**src/rtl/load_store_unit.sv**
```systemverilog
// Load/store unit: bridges CPU byte/half/word requests onto a word-only,
// big-endian data RAM with lane extraction, extension and read-modify-write.
module load_store_unit #(
  parameter logic [31:0] ADDR_MAX = 32'h00000FFC
) (
  input  logic        clk,
  input  logic        rst,
  input  logic        req_valid,
  output logic        req_ready,
  input  logic        req_write,
  input  logic [1:0]  req_size,
  input  logic        req_unsigned,
  input  logic [31:0] req_addr,
  input  logic [31:0] req_wdata,
  output logic        resp_valid,
  input  logic        resp_ready,
  output logic [31:0] resp_rdata,
  output logic        resp_err,
  output logic [31:0] mem_address,
  output logic        mem_read_enable,
  output logic        mem_write_enable,
  output logic [31:0] mem_write_data,
  input  logic [31:0] mem_read_data
);

  localparam int unsigned DW = 32;

  localparam logic [1:0] SIZE_BYTE = 2'b00;
  localparam logic [1:0] SIZE_HALF = 2'b01;
  localparam logic [1:0] SIZE_WORD = 2'b10;
  localparam logic [1:0] SIZE_ILL  = 2'b11;

  typedef enum logic [2:0] {
    IDLE,
    LOAD,
    SW_WRITE,
    RMW_READ,
    RMW_WRITE,
    RESP
  } state_t;

  state_t state, state_next;

  logic          write_q;
  logic [1:0]    size_q;
  logic          unsigned_q;
  logic [DW-1:0] addr_q;
  logic [DW-1:0] wdata_q;
  logic [DW-1:0] rdata_q;
  logic [DW-1:0] merge_q;
  logic          err_q;

  logic          accept_c;
  logic          req_err_c;
  logic [7:0]    lane_byte_c;
  logic [15:0]   lane_half_c;
  logic [DW-1:0] load_ext_c;
  logic [DW-1:0] merge_c;

  assign accept_c = req_valid && req_ready;

  // Access legality of the incoming request (alignment, size, range)
  always_comb begin
    req_err_c = 1'b0;
    if (req_size == SIZE_ILL) req_err_c = 1'b1;
    if ((req_size == SIZE_HALF) && req_addr[0]) req_err_c = 1'b1;
    if ((req_size == SIZE_WORD) && (req_addr[1:0] != 2'b00)) req_err_c = 1'b1;
    if ({req_addr[31:2], 2'b00} > ADDR_MAX) req_err_c = 1'b1;
  end

  // Big-endian lane select and sign/zero extension of the read word
  always_comb begin
    lane_byte_c = mem_read_data[31:24];
    case (addr_q[1:0])
      2'd0: lane_byte_c = mem_read_data[31:24];
      2'd1: lane_byte_c = mem_read_data[23:16];
      2'd2: lane_byte_c = mem_read_data[15:8];
      default: lane_byte_c = mem_read_data[7:0];
    endcase
    lane_half_c = addr_q[1] ? mem_read_data[15:0] : mem_read_data[31:16];
    case (size_q)
      SIZE_BYTE: load_ext_c = unsigned_q ? {24'h000000, lane_byte_c}
                                         : {{24{lane_byte_c[7]}}, lane_byte_c};
      SIZE_HALF: load_ext_c = unsigned_q ? {16'h0000, lane_half_c}
                                         : {{16{lane_half_c[15]}}, lane_half_c};
      default:   load_ext_c = mem_read_data;
    endcase
  end

  // Replace the addressed lane of the read word with the store data
  always_comb begin
    merge_c = mem_read_data;
    if (size_q == SIZE_BYTE) begin
      case (addr_q[1:0])
        2'd0: merge_c[31:24] = wdata_q[7:0];
        2'd1: merge_c[23:16] = wdata_q[7:0];
        2'd2: merge_c[15:8]  = wdata_q[7:0];
        default: merge_c[7:0] = wdata_q[7:0];
      endcase
    end else if (addr_q[1]) begin
      merge_c[15:0] = wdata_q[15:0];
    end else begin
      merge_c[31:16] = wdata_q[15:0];
    end
  end

  // State register
  always_ff @(posedge clk or posedge rst) begin
    if (rst) state <= IDLE;
    else     state <= state_next;
  end

  // Next-state and output decode from registered state and latched fields
  always_comb begin
    state_next       = state;
    req_ready        = 1'b0;
    resp_valid       = 1'b0;
    resp_rdata       = '0;
    resp_err         = 1'b0;
    mem_address      = '0;
    mem_read_enable  = 1'b0;
    mem_write_enable = 1'b0;
    mem_write_data   = '0;
    case (state)
      IDLE: begin
        req_ready = !rst;
        if (req_valid && !rst) begin
          if (req_err_c)               state_next = RESP;
          else if (!req_write)         state_next = LOAD;
          else if (req_size == SIZE_WORD) state_next = SW_WRITE;
          else                         state_next = RMW_READ;
        end
      end
      LOAD: begin
        mem_address     = {addr_q[31:2], 2'b00};
        mem_read_enable = 1'b1;
        state_next      = RESP;
      end
      SW_WRITE: begin
        mem_address      = {addr_q[31:2], 2'b00};
        mem_write_enable = 1'b1;
        mem_write_data   = wdata_q;
        state_next       = RESP;
      end
      RMW_READ: begin
        mem_address     = {addr_q[31:2], 2'b00};
        mem_read_enable = 1'b1;
        state_next      = RMW_WRITE;
      end
      RMW_WRITE: begin
        mem_address      = {addr_q[31:2], 2'b00};
        mem_write_enable = 1'b1;
        mem_write_data   = merge_q;
        state_next       = RESP;
      end
      RESP: begin
        resp_valid = 1'b1;
        resp_rdata = rdata_q;
        resp_err   = err_q;
        if (resp_ready) state_next = IDLE;
      end
      default: state_next = IDLE;
    endcase
  end

  // Request latch, load result capture and RMW merge capture
  always_ff @(posedge clk or posedge rst) begin
    if (rst) begin
      write_q    <= 1'b0;
      size_q     <= 2'b00;
      unsigned_q <= 1'b0;
      addr_q     <= '0;
      wdata_q    <= '0;
      rdata_q    <= '0;
      merge_q    <= '0;
      err_q      <= 1'b0;
    end else begin
      if ((state == IDLE) && accept_c) begin
        write_q    <= req_write;
        size_q     <= req_size;
        unsigned_q <= req_unsigned;
        addr_q     <= req_addr;
        wdata_q    <= req_wdata;
        rdata_q    <= '0;
        err_q      <= req_err_c;
      end
      if (state == LOAD)     rdata_q <= load_ext_c;
      if (state == RMW_READ) merge_q <= merge_c;
    end
  end

  // write_q is kept for completeness of the latched request; fold into a
  // harmless use so it is not reported as dead logic.
  logic unused_c;
  assign unused_c = write_q;

endmodule

```
**config.mk**
```make
export PLATFORM = sky130hd
export DESIGN_NAME = load_store_unit
export DESIGN_NICKNAME = d
export VERILOG_FILES = /design/src/rtl/load_store_unit.sv
export SDC_FILE = /design/constraint.sdc
export NUM_CORES = 1
export LEC_CHECK = 0
export BUFFER_PORTS_ARGS = -buffer_cell sky130_fd_sc_hd__buf_2
export CAP_MARGIN = 20
export CORE_MARGIN = 2
export CORE_UTILIZATION = 47
export DETAILED_ROUTE_END_ITERATION = 10
export PLACE_DENSITY = 0.82
export RECOVER_POWER = 100
export SETUP_SLACK_MARGIN = 0.02
export SYNTH_ARGS = -nofsm -noshare
export SYNTH_HDL_FRONTEND = slang
export SYNTH_SLANG_ARGS = --single-unit
```
**constraint.sdc**
```tcl
create_clock -name clk -period 4.25 [get_ports clk]
set_input_delay 0.85 -clock clk [delete_from_list [all_inputs] [get_ports clk]]
set_output_delay 0.85 -clock clk [all_outputs]
set_load 0.02 [all_outputs]
```
==> results of run 1 <==
==> state kept, by name, indices dropped and copies added (netlist names) <==
| signal | count |
|---|---|
| addr_q | 32 |
| merge_q | 32 |
| rdata_q | 32 |
| wdata_q | 32 |
| state | 3 |
| size_q | 2 |
| err_q | 1 |
| unsigned_q | 1 |
==> per-stage QoR <==
step	utilization, %	cell area (um2)
final	58.5	8470
after global placement	55.1	7980
after floorplan	-	6930
after detailed placement	55.1	7980
after CTS	59.3	8590
after global routing	58.5	8470
==> logic make-up after synthesis <==
group,count (synthesis),share of synthesized area [%]
flops,135,48.8
buf+inv,68,4.79
mux,84,13.8
other cells,1,0.0542
compound gates,194,18.9
simple gates,173,13.7
==> layout by cell type (no fill, tap or decap), types with 2 or more instances in the layout <==
cell / n
a221o_1: 16
clkbuf_1: 50
nor3_4: 2
clkbuf_16: 17
o2bb2ai_1: 16
a22o_1: 33
a211oi_1: 7
bufinv_16: 3
nor3_1: 3
nor4_1: 6
nand2_1: 59
nor2_1: 10
and2_0: 32
o211ai_1: 8
o21ai_0: 89
and3_1: 3
clkinvlp_4: 5
or4_1: 8
nor2b_1: 3
or3_1: 7
buf_4: 3
nand3_1: 4
buf_2: 155
inv_1: 12
diode_2: 3
a21oi_1: 15
inv_6: 3
and2_1: 31
dfrtp_1: 135
clkinv_4: 2
conb_1: 2
o21ai_1: 3
mux2_1: 6
mux2i_1: 18
mux2_2: 59
==> tightest hold or removal path: cells and delay by family (launching register included) <==
kind	cells	cell delay (ns)
AOI/OAI and AO/OA	1	0.06
and+or+nand+nor	1	0.04
DFF	1	0.33
==> routing by layer <==
| metal | GRT usage (%) | part of all wire (%) | vias up |
|---|---|---|---|
| li1 | - | - | 2724 |
| met1 | 33.8 | 43 | 2832 |
| met2 | 38.1 | 47 | 257 |
| met3 | 5.43 | 6.7 | 46 |
| met4 | 11.1 | 3.4 | 0 |
| met5 | 0 | 0 | - |
==> report_power, final <==
group / switching [mW] / internal (mW)
sequential: 0.418 / 1.75
combinational: 1.77 / 1.17
clock: 0.580 / 0.944
total: 2.77 / 3.87
==> final cells by class <==
type,instances,area [um2]
Multi-Input combinational cell,453,3170
Sequential cell,135,3380
Tap cell,184,230
Timing Repair Buffer,210,1010
Clock inverter,13,171
Fill cell,1277,6010
Clock buffer,19,443
Inverter,14,53.8
Antenna cell,3,7.51
==> path summary, 6_finish.rpt <==
path / end / depth (start not counted) / slack (ns)
max in group asynchronous: merge_q[11]$_DFFE_PP0N_ / 3 / 1.37
worst min register to register: err_q$_DFFE_PP0P_ / 2 / 0.47
worst max register to register: addr_q[6]$_DFFE_PP0P_ / 3 / 1.08
worst max-delay path: mem_write_data[28] / 5 / 0.65
min in group asynchronous: rdata_q[14]$_DFFE_PP0P_ / 2 / 0.77
worst min-delay path: err_q$_DFFE_PP0P_ / 2 / 0.47
==> flow_summary_export.csv, run 1 <==
group,metric,value,unit
global_routing,grt_use_total,24.8,%
timing,whs,0.468,ns
power_and_ir_drop,p_leak,4.00,nW
outcome,run_status,"finished with violations",
timing,fin_crit,3.60,ns
detailed_routing,vias,5859,
clock_tree,cts-resized-gates,0,
worst_setup_path,endpoint_kind,"output port",
timing,fmax,278,MHz
placement,dpl.hpwl,13.9,mm
worst_setup_path,critPathKind,"reg2out",
power_and_ir_drop,powerDensity,783,mW/mm2
worst_setup_path,max_stage_delay,0.60,ns
timing,finalMaxSlewViolations,70,
worst_setup_path,worst-path-max-fanout,18,
global_routing,globalRouteOverflowTotal,0,
detailed_routing,drt_iter0_drc,416,
logic_synthesis,synth_ff_type,"dfrtp_1",
logic_synthesis,synth.largest_area_cell,"dfrtp_1",
logic_synthesis,synth_seq_area_share,48.8,%
clock_tree,cts_root_buffer,"clkbuf_16",
outcome,violations,"max-capacitance violations, max-slew violations",
detailed_routing,wirelength,19.3,mm
global_routing,grt_pass1_vias,5663,
logic_synthesis,syn_avg_cell_area,10.6,um2
die,initial_utilization,47.8,%
worst_setup_path,crit_buf_inv,3,
placement,gp_congestion,0.872,
timing,tightest_slew,1.58,ns
logic_synthesis,yosysMostFrequentCell,"dfrtp_1",
die,ios,205,
worst_setup_path,arrival,2.75,ns
detailed_routing,postRouteAntennaNets,0,
clock_tree,clkSinkCount,135,
global_routing,grt_pass1_wl,30.6,mm
power_and_ir_drop,peakVddDrop,352,uV
min_path,hold_class,"reg2reg",
timing,final.setup.tns,0,ns
worst_setup_path,path_cells,"inv_1, and3_1, clkbuf_1, a22o_1, buf_2",
worst_setup_path,required,3.40,ns
clock_tree,numCtsBuffers,17,
logic_synthesis,synth_top_area_share,48.8,%
worst_setup_path,start_kind,"register",
placement,dp_cells,995,
clock_tree,cts_tree,"yes",
detailed_routing,drc,0,
timing,finalCritPeriodShare,84.7,%
logic_synthesis,synth-edff-count,0,
logic_synthesis,yosys_warnings,0,
clock_tree,clk_pin_slew,0.06,ns
logic_synthesis,ys_ff_latch,135,
clock_tree,h-tree-depth,4,
timing,finalSetupViolCount,0,
clock_tree,post_cts_buffers,0,
clock_tree,hold_buffers,0,
worst_setup_path,worstSetupStartpoint,"state[0]$_DFFE_PP0P_",
die,dieArea,0.0157,mm2
detailed_routing,wl_per_cell,18.7,um
placement,place_ws,1.43,ns
logic_synthesis,synth.distinct_cells,44,
global_routing,antenna_found_initial,3,
logic_synthesis,async_flop_share,100,%
die,fp.dieW,125,um
run,max-cap-violations,1,
die,rows,44,
power_and_ir_drop,finalPower,6.64,mW
timing,rsz0062_at_grt,"no",
logic_synthesis,synthTopCellsByArea,"dfrtp_1, mux2_2, and2_1, o21ai_0, a22o_1",
layout,area_growth,22.4,%
layout,drive_above_1_share,30.9,%
timing,clock_skew,0.0116,ns
detailed_routing,viasPerCell,5.68,
timing,hold_viol,0,
placement,portBuffers,202,
logic_synthesis,netlist_area,0.00692,mm2
global_routing,grt_max_degree,104,
min_path,min_from,"err_q$_DFFE_PP0P_",
worst_setup_path,r2r-start,"state[1]$_DFFE_PP0P_",
die,die_height,125,um
clock_tree,clk_latency,0.43,ns
layout,nets,935,
logic_synthesis,yosys-top-cells-count,"dfrtp_1, o21ai_0, and2_1",
detailed_routing,first_pass_iters,5,
layout,stdcell_count,1031,
worst_setup_path,cp_slowest_cell,"and3_1",
timing,slew_headroom,-6.03,%
worst_setup_path,critPathTopFamily,"buffers and inverters",
clock_tree,ctsLongestPathBuffers,2,
timing,setup_ws,0.650,ns
logic_synthesis,syn_inst,655,
die,core,0.0145,mm2
(Power assumes the default switching activity.)
==> run 2, diff against run 1 <==
--- a/config.mk
+++ b/config.mk
@@ -5,10 +5,11 @@
 export SDC_FILE = /design/constraint.sdc
 export NUM_CORES = 1
 export LEC_CHECK = 0
+export ABC_AREA = 1
 export BUFFER_PORTS_ARGS = -buffer_cell sky130_fd_sc_hd__buf_2
 export CAP_MARGIN = 20
 export CORE_MARGIN = 2
-export CORE_UTILIZATION = 47
+export CORE_UTILIZATION = 48
 export DETAILED_ROUTE_END_ITERATION = 10
 export PLACE_DENSITY = 0.82
 export RECOVER_POWER = 100
==> constraint.sdc (replaced) <==
create_clock -name clk -period 3.15 [get_ports clk]
set_input_delay 0.63 -clock clk [delete_from_list [all_inputs] [get_ports clk]]
set_output_delay 0.63 -clock clk [all_outputs]
set_load 0.02 [all_outputs]
==> run 2 against run 1 <==
The run still ends with max-capacitance violations, max-slew violations left. Clock skew fell by 0.0072 ns. Core utilization rose by 0.82 points. Power rose by 41%. Sequential cell count did not move. Critical path depth rose by 4. Clock power rose by 25%. Global-route usage rose by 3.2 points. Die area rose by 5.4%. Critical endpoint is now mem_address[2].
==> flow_summary_export.csv, run 2 <==
group,metric,value,unit
placement,dpl.hpwl,16.7,mm
worst_setup_path,endpoint_kind,"output port",
outcome,run_status,"finished with violations",
layout,area_growth,20.8,%
die,rows,45,
detailed_routing,drt_iter0_drc,705,
logic_synthesis,synth_xor_area_share,0,%
logic_synthesis,synth-edff-count,0,
worst_setup_path,worst-path-max-fanout,31,
clock_tree,h-tree-depth,4,
global_routing,grtUsageMet3,8.02,%
layout,nets,1300,
worst_setup_path,arrival,2.32,ns
layout,most-common-layout-cells,"nand2_1, dfrtp_1, o21ai_0",
power_and_ir_drop,p_leak,4.52,nW
logic_synthesis,synth.distinct_cells,28,
clock_tree,post_cts_buffers,0,
worst_setup_path,start_kind,"register",
worst_setup_path,regToRegSetupSlack,0.33,ns
worst_setup_path,critPathKind,"reg2out",
worst_setup_path,max_stage_delay,0.42,ns
worst_setup_path,critPathTopFamily,"simple AND/OR/NAND/NOR gates",
placement,place_ws,0.556,ns
worst_setup_path,r2r-end,"rdata_q[3]$_DFFE_PP0P_",
logic_synthesis,ys_ff_latch,135,
detailed_routing,wirelength,23.5,mm
clock_tree,clk_pin_slew,0.06,ns
min_path,whs_path_depth,3,
timing,rsz0062_at_grt,"no",
logic_synthesis,yosys-top-cells-count,"nand2_1, dfrtp_1, o21ai_0",
logic_synthesis,synthMuxAreaShare,0,%
clock_tree,cts_tree,"yes",
min_path,hold_class,"in2reg",
logic_synthesis,syn_avg_cell_area,7.31,um2
worst_setup_path,r2r-start,"state[0]$_DFFE_PP0P_",
detailed_routing,wl_per_cell,16.8,um
global_routing,grt_pass1_vias,6906,
logic_synthesis,synth_simple_gate_area_share,22.9,%
global_routing,grt_max_degree,136,
detailed_routing,drc,0,
global_routing,busiest_layer,"met2",
worst_setup_path,ff2ff_path_depth,9,
logic_synthesis,synth_ff_type,"dfrtp_1",
worst_setup_path,cp_slowest_cell,"dfrtp_1",
clock_tree,ctsLongestPathBuffers,2,
global_routing,grt_use_total,28.0,%
die,fp.dieW,129,um
placement,portBuffers,202,
logic_synthesis,synth-compound-area-share,21.2,%
layout,drive_above_1_share,16.7,%
logic_synthesis,async_flop_share,100,%
power_and_ir_drop,powerDensity,1040,mW/mm2
logic_synthesis,yosysMostFrequentCell,"nand2_1",
global_routing,antenna_found_initial,5,
die,core,0.0152,mm2
min_path,hold_end,"wdata_q[27]$_DFFE_PP0P_",
timing,hold_viol,0,
logic_synthesis,synth_fa_ha_area_share,0,%
timing,setup_ws,0.205,ns
power_and_ir_drop,peakVddDrop,516,uV
logic_synthesis,synthTopCellsByArea,"dfrtp_1, nand2_1, o21ai_0, nor2_1, inv_1",
detailed_routing,viasPerCell,5.54,
global_routing,grt_pass1_wl,35.6,mm
logic_synthesis,synth_seq_area_share,45.2,%
die,die_height,129,um
timing,finalMaxSlewViolations,136,
global_routing,globalRouteOverflowTotal,0,
run,max-cap-violations,1,
clock_tree,numCtsBuffers,17,
logic_synthesis,synth_top_area_share,45.2,%
die,initial_utilization,49.1,%
layout,final_common_cell,"nand2_1",
die,dieArea,0.0166,mm2
timing,clock_skew,0.00436,ns
timing,slew_headroom,-23.2,%
logic_synthesis,netlist_area,0.00747,mm2
logic_synthesis,yosys_warnings,0,
worst_setup_path,crit_buf_inv,4,
min_path,min_from,"req_wdata[27]",
timing,finalSetupViolCount,0,
detailed_routing,vias,7756,
timing,whs,0.395,ns
placement,gp_congestion,0.955,
timing,fmax,340,MHz
worst_setup_path,path_cells,"buf_4, nor3_4, inv_2, nand2_2, nor2_1, nand2_4, nand2_1, inv_1, clkbuf_2",
outcome,violations,"max-capacitance violations, max-slew violations",
clock_tree,cts_root_buffer,"clkbuf_16",
worst_setup_path,required,2.52,ns
timing,tightest_slew,1.85,ns
die,ios,205,
timing,finalCritPeriodShare,93.5,%
global_routing,grt.met1_usage,36.9,%
timing,fin_crit,2.95,ns
clock_tree,clkSinkCount,135,
detailed_routing,first_pass_iters,5,
detailed_routing,postRouteAntennaNets,0,
logic_synthesis,syn_inst,1021,
global_routing,met2_usage,42.0,%
logic_synthesis,synth_top_family_by_area,"simple AND/OR/NAND/NOR gates",
logic_synthesis,synth.largest_area_cell,"dfrtp_1",
clock_tree,clk_latency,0.42,ns
run 2: metrics by stage:
stage	instances	total power, mW	instance area, um2	util, %	TNS [ns]
2_1_floorplan	1022	6.14	7470	-	-0.108
3_5_place_dp	1365	7.50	8560	56.3	0
5_1_grt	1400	10.0	9020	59.3	0
4_1_cts	1395	9.42	9120	60.0	0
6_report	1401	9.37	9020	59.3	0
3_3_place_gp	1365	7.40	8560	56.3	0
run 2: cell type report:
class,count,area (um2)
Clock inverter,6,68.8
Sequential cell,135,3380
Multi-Input combinational cell,699,3290
Antenna cell,6,15.0
Timing Repair Buffer,222,1080
Inverter,121,460
Tap cell,188,235
Fill cell,1482,6180
Clock buffer,24,492
run 2: where the power goes:
part / total, mW / switching (mW) / internal, mW
Combinational: 4.82 / 3.39 / 1.43
Clock: 1.90 / 0.739 / 1.16
Sequential: 2.65 / 0.320 / 2.33
Total: 9.37 / 4.45 / 4.93
run 2: routing by layer:
metal | vias to the layer above | share of wire [%]
met1 | 3599 | 40
met5 | - | 0
li1 | 3683 | -
met3 | 79 | 9.5
met4 | 0 | 4.7
met2 | 395 | 46
run 2: how the worst max path moves through the flow:
stage | from | endpoint | slack [ns] | cells after the start
2_1_floorplan | rst | state[2]$_DFFE_PP0P_ | -0.06 | 5
3_3_place_gp | state[2]$_DFFE_PP0P_ | mem_address[4] | 0.70 | 9
3_5_place_dp | state[2]$_DFFE_PP0P_ | mem_address[2] | 0.56 | 9
4_1_cts | state[2]$_DFFE_PP0P_ | mem_address[2] | 0.09 | 9
5_1_grt | state[0]$_DFFE_PP0P_ | rdata_q[1]$_DFFE_PP0P_ | 0.03 | 9
6_report | state[2]$_DFFE_PP0P_ | mem_address[2] | 0.20 | 9
run 2: worst reg2reg max path, cell delays in order, from the launching register on:
cell      delay, ns
dfrtp_1        0.42
nor2_1         0.20
buf_4          0.32
nand2_1        0.20
nor2_4         0.13
nand2_2        0.06
clkbuf_2       0.65
nand2_1        0.21
clkbuf_4       0.35
o21ai_0        0.15
run 2: kinds of logic (layout without fill, tap and decap cells):
| logic type | after synthesis | after routing |
|---|---|---|
| flops | 135 | 135 |
| compound gates | 265 | 265 |
| simple gates | 432 | 432 |
| buf+inv | 188 | 373 |
| other cells | 1 | 8 |
run 2: what timing repair did:
| item | in CTS | in global routing |
|---|---|---|
| hold buffers | 0 | 0 |
| gates resized for setup | 0 | 1 |
| setup endpoints to repair | 0 | 30 |
==> run 3, diff against run 2 <==
--- a/config.mk
+++ b/config.mk
@@ -8,12 +8,12 @@
 export ABC_AREA = 1
 export BUFFER_PORTS_ARGS = -buffer_cell sky130_fd_sc_hd__buf_2
 export CAP_MARGIN = 20
+export CORE_ASPECT_RATIO = 1.75
 export CORE_MARGIN = 2
 export CORE_UTILIZATION = 48
 export DETAILED_ROUTE_END_ITERATION = 10
-export PLACE_DENSITY = 0.82
+export PLACE_DENSITY_LB_ADDON = 0.2
 export RECOVER_POWER = 100
-export SETUP_SLACK_MARGIN = 0.02
 export SYNTH_ARGS = -nofsm -noshare
 export SYNTH_HDL_FRONTEND = slang
 export SYNTH_SLANG_ARGS = --single-unit
==> run 3 against run 2 <==
Clock power increased by 10%. Routed wire length increased by 1.5%. The flow still finishes with violations (max-capacitance violations, max-slew violations). Critical endpoint is now mem_address[30]. Critical path type unchanged. Sequential share of layout area increased by 0.12 points. Cell count decreased by 0.71%.
==> flow_summary_export.csv, run 3 (synthesized netlist as in run 2, its figures left out) <==
group,metric,value,unit
outcome,violations,"max-capacitance violations, max-slew violations",
global_routing,grt_pass1_wl,37.0,mm
timing,finalCritPeriodShare,90.7,%
clock_tree,h-tree-depth,4,
layout,drive_above_1_share,14.4,%
global_routing,antenna_found_initial,1,
die,initial_utilization,48.7,%
timing,slew_headroom,-21.6,%
min_path,hold_class,"in2reg",
global_routing,grt_use_total,28.5,%
detailed_routing,postRouteAntennaNets,0,
worst_setup_path,critPathKind,"reg2out",
timing,tightest_slew,1.82,ns
die,ios,205,
detailed_routing,wirelength,23.9,mm
detailed_routing,wl_per_cell,17.2,um
worst_setup_path,endpoint_kind,"output port",
worst_setup_path,worst-path-max-fanout,31,
timing,finalSetupViolCount,0,
timing,hold_viol,0,
power_and_ir_drop,powerDensity,1060,mW/mm2
placement,gp_congestion,0.935,
layout,nets,1295,
outcome,run_status,"finished with violations",
worst_setup_path,arrival,2.23,ns
timing,finalMaxSlewViolations,136,
timing,fmax,350,MHz
layout,final_common_cell,"nand2_1",
global_routing,globalRouteOverflowTotal,0,
power_and_ir_drop,p_leak,4.43,nW
run,max-cap-violations,1,
die,dieArea,0.0166,mm2
placement,place_area,0.00852,mm2
layout,area_growth,20.5,%
die,die_height,169,um
power_and_ir_drop,peakVddDrop,522,uV
layout,most-common-layout-cells,"nand2_1, dfrtp_1, o21ai_0",
clock_tree,clk_latency,0.42,ns
timing,rsz0062_at_grt,"no",
worst_setup_path,required,2.52,ns
placement,portBuffers,202,
clock_tree,hold_buffers,0,
detailed_routing,vias,7482,
worst_setup_path,start_kind,"register",
die,rows,60,
detailed_routing,drc,0,
layout,stdcell_area,0.00900,mm2
clock_tree,clk_pin_slew,0.06,ns
global_routing,grt_pass1_vias,7110,
clock_tree,ctsLongestPathBuffers,2,
timing,fin_crit,2.86,ns
placement,dpl.hpwl,17.3,mm
detailed_routing,first_pass_iters,7,
global_routing,grt_max_degree,136,
clock_tree,post_cts_buffers,0,
die,fp.dieW,98.3,um
die,core,0.0153,mm2
detailed_routing,drt_iter0_drc,570,
detailed_routing,viasPerCell,5.38,
clock_tree,numCtsBuffers,17,
power_and_ir_drop,finalPower,9.56,mW
clock_tree,cts_tree,"yes",
clock_tree,clkSinkCount,135,
timing,clock_skew,0.0104,ns
clock_tree,cts_root_buffer,"clkbuf_16",
[run 3: timing repair]
item	in CTS	in global routing
setup endpoints to repair	0	21
resized for setup	0	2
hold endpoints to repair	0	0
[run 3: worst max-delay path, cell delays in order (launching register included)]
cell and delay [ns]:
dfrtp_1 0.42, inv_1 0.13, nand2_1 0.17, nor2_4 0.29
nor2_1 0.14, nand2_4 0.28, nand2_1 0.10, inv_1 0.06
clkbuf_1 0.22
[run 3: cell type report]
| class | count | area (um2) |
|---|---|---|
| Inverter | 121 | 458 |
| Multi-Input combinational cell | 699 | 3290 |
| Antenna cell | 1 | 2.50 |
| Sequential cell | 135 | 3380 |
| Timing Repair Buffer | 217 | 1010 |
| Clock inverter | 13 | 169 |
| Clock buffer | 19 | 453 |
| Tap cell | 186 | 233 |
| Fill cell | 1562 | 6320 |
[run 3: worst paths after layout]
| check | startpoint | end | slack (ns) | cells past startpoint |
|---|---|---|---|---|
| max | state[1]$_DFFE_PP0P_ | mem_address[30] | 0.29 | 8 |
| min | req_wdata[26] | wdata_q[26]$_DFFE_PP0P_ | 0.40 | 3 |
| max reg2reg | state[2]$_DFFE_PP0P_ | merge_q[29]$_DFFE_PP0N_ | 0.34 | 7 |
| min reg2reg | addr_q[9]$_DFFE_PP0P_ | addr_q[9]$_DFFE_PP0P_ | 0.48 | 2 |
| max in group asynchronous | rst | state[2]$_DFFE_PP0P_ | 0.93 | 3 |
| min in group asynchronous | rst | addr_q[4]$_DFFE_PP0P_ | 0.98 | 3 |
[run 3: metal layers]
metal,GRT usage (%),wire length (um),vias to the layer above
met3,4.67,1370,74
met4,17.5,1600,0
met2,49.7,12100,320
met5,0,0,-
met1,32.5,8810,3415
li1,-,-,3673
[run 3: power breakdown]
group / switching (mW) / total [mW] / internal [mW]
sequential: 0.354 / 2.69 / 2.33
clock: 0.795 / 2.09 / 1.30
combinational: 3.43 / 4.78 / 1.35
[run 3: stage by stage]
stage | cells | hold WS, ns | util (%) | setup TNS [ns] | setup slack (ns)
6_report | 1391 | 0.401 | 58.7 | 0 | 0.293
5_1_grt | 1391 | 0.405 | 58.7 | 0 | 0.118
4_1_cts | 1390 | 0.397 | 59.7 | 0 | 0.144
3_5_place_dp | 1358 | 0.465 | 55.6 | 0 | 0.579
3_3_place_gp | 1358 | 0.462 | 55.6 | 0 | 0.604
2_1_floorplan | 1022 | 0.449 | - | -0.108 | -0.0647
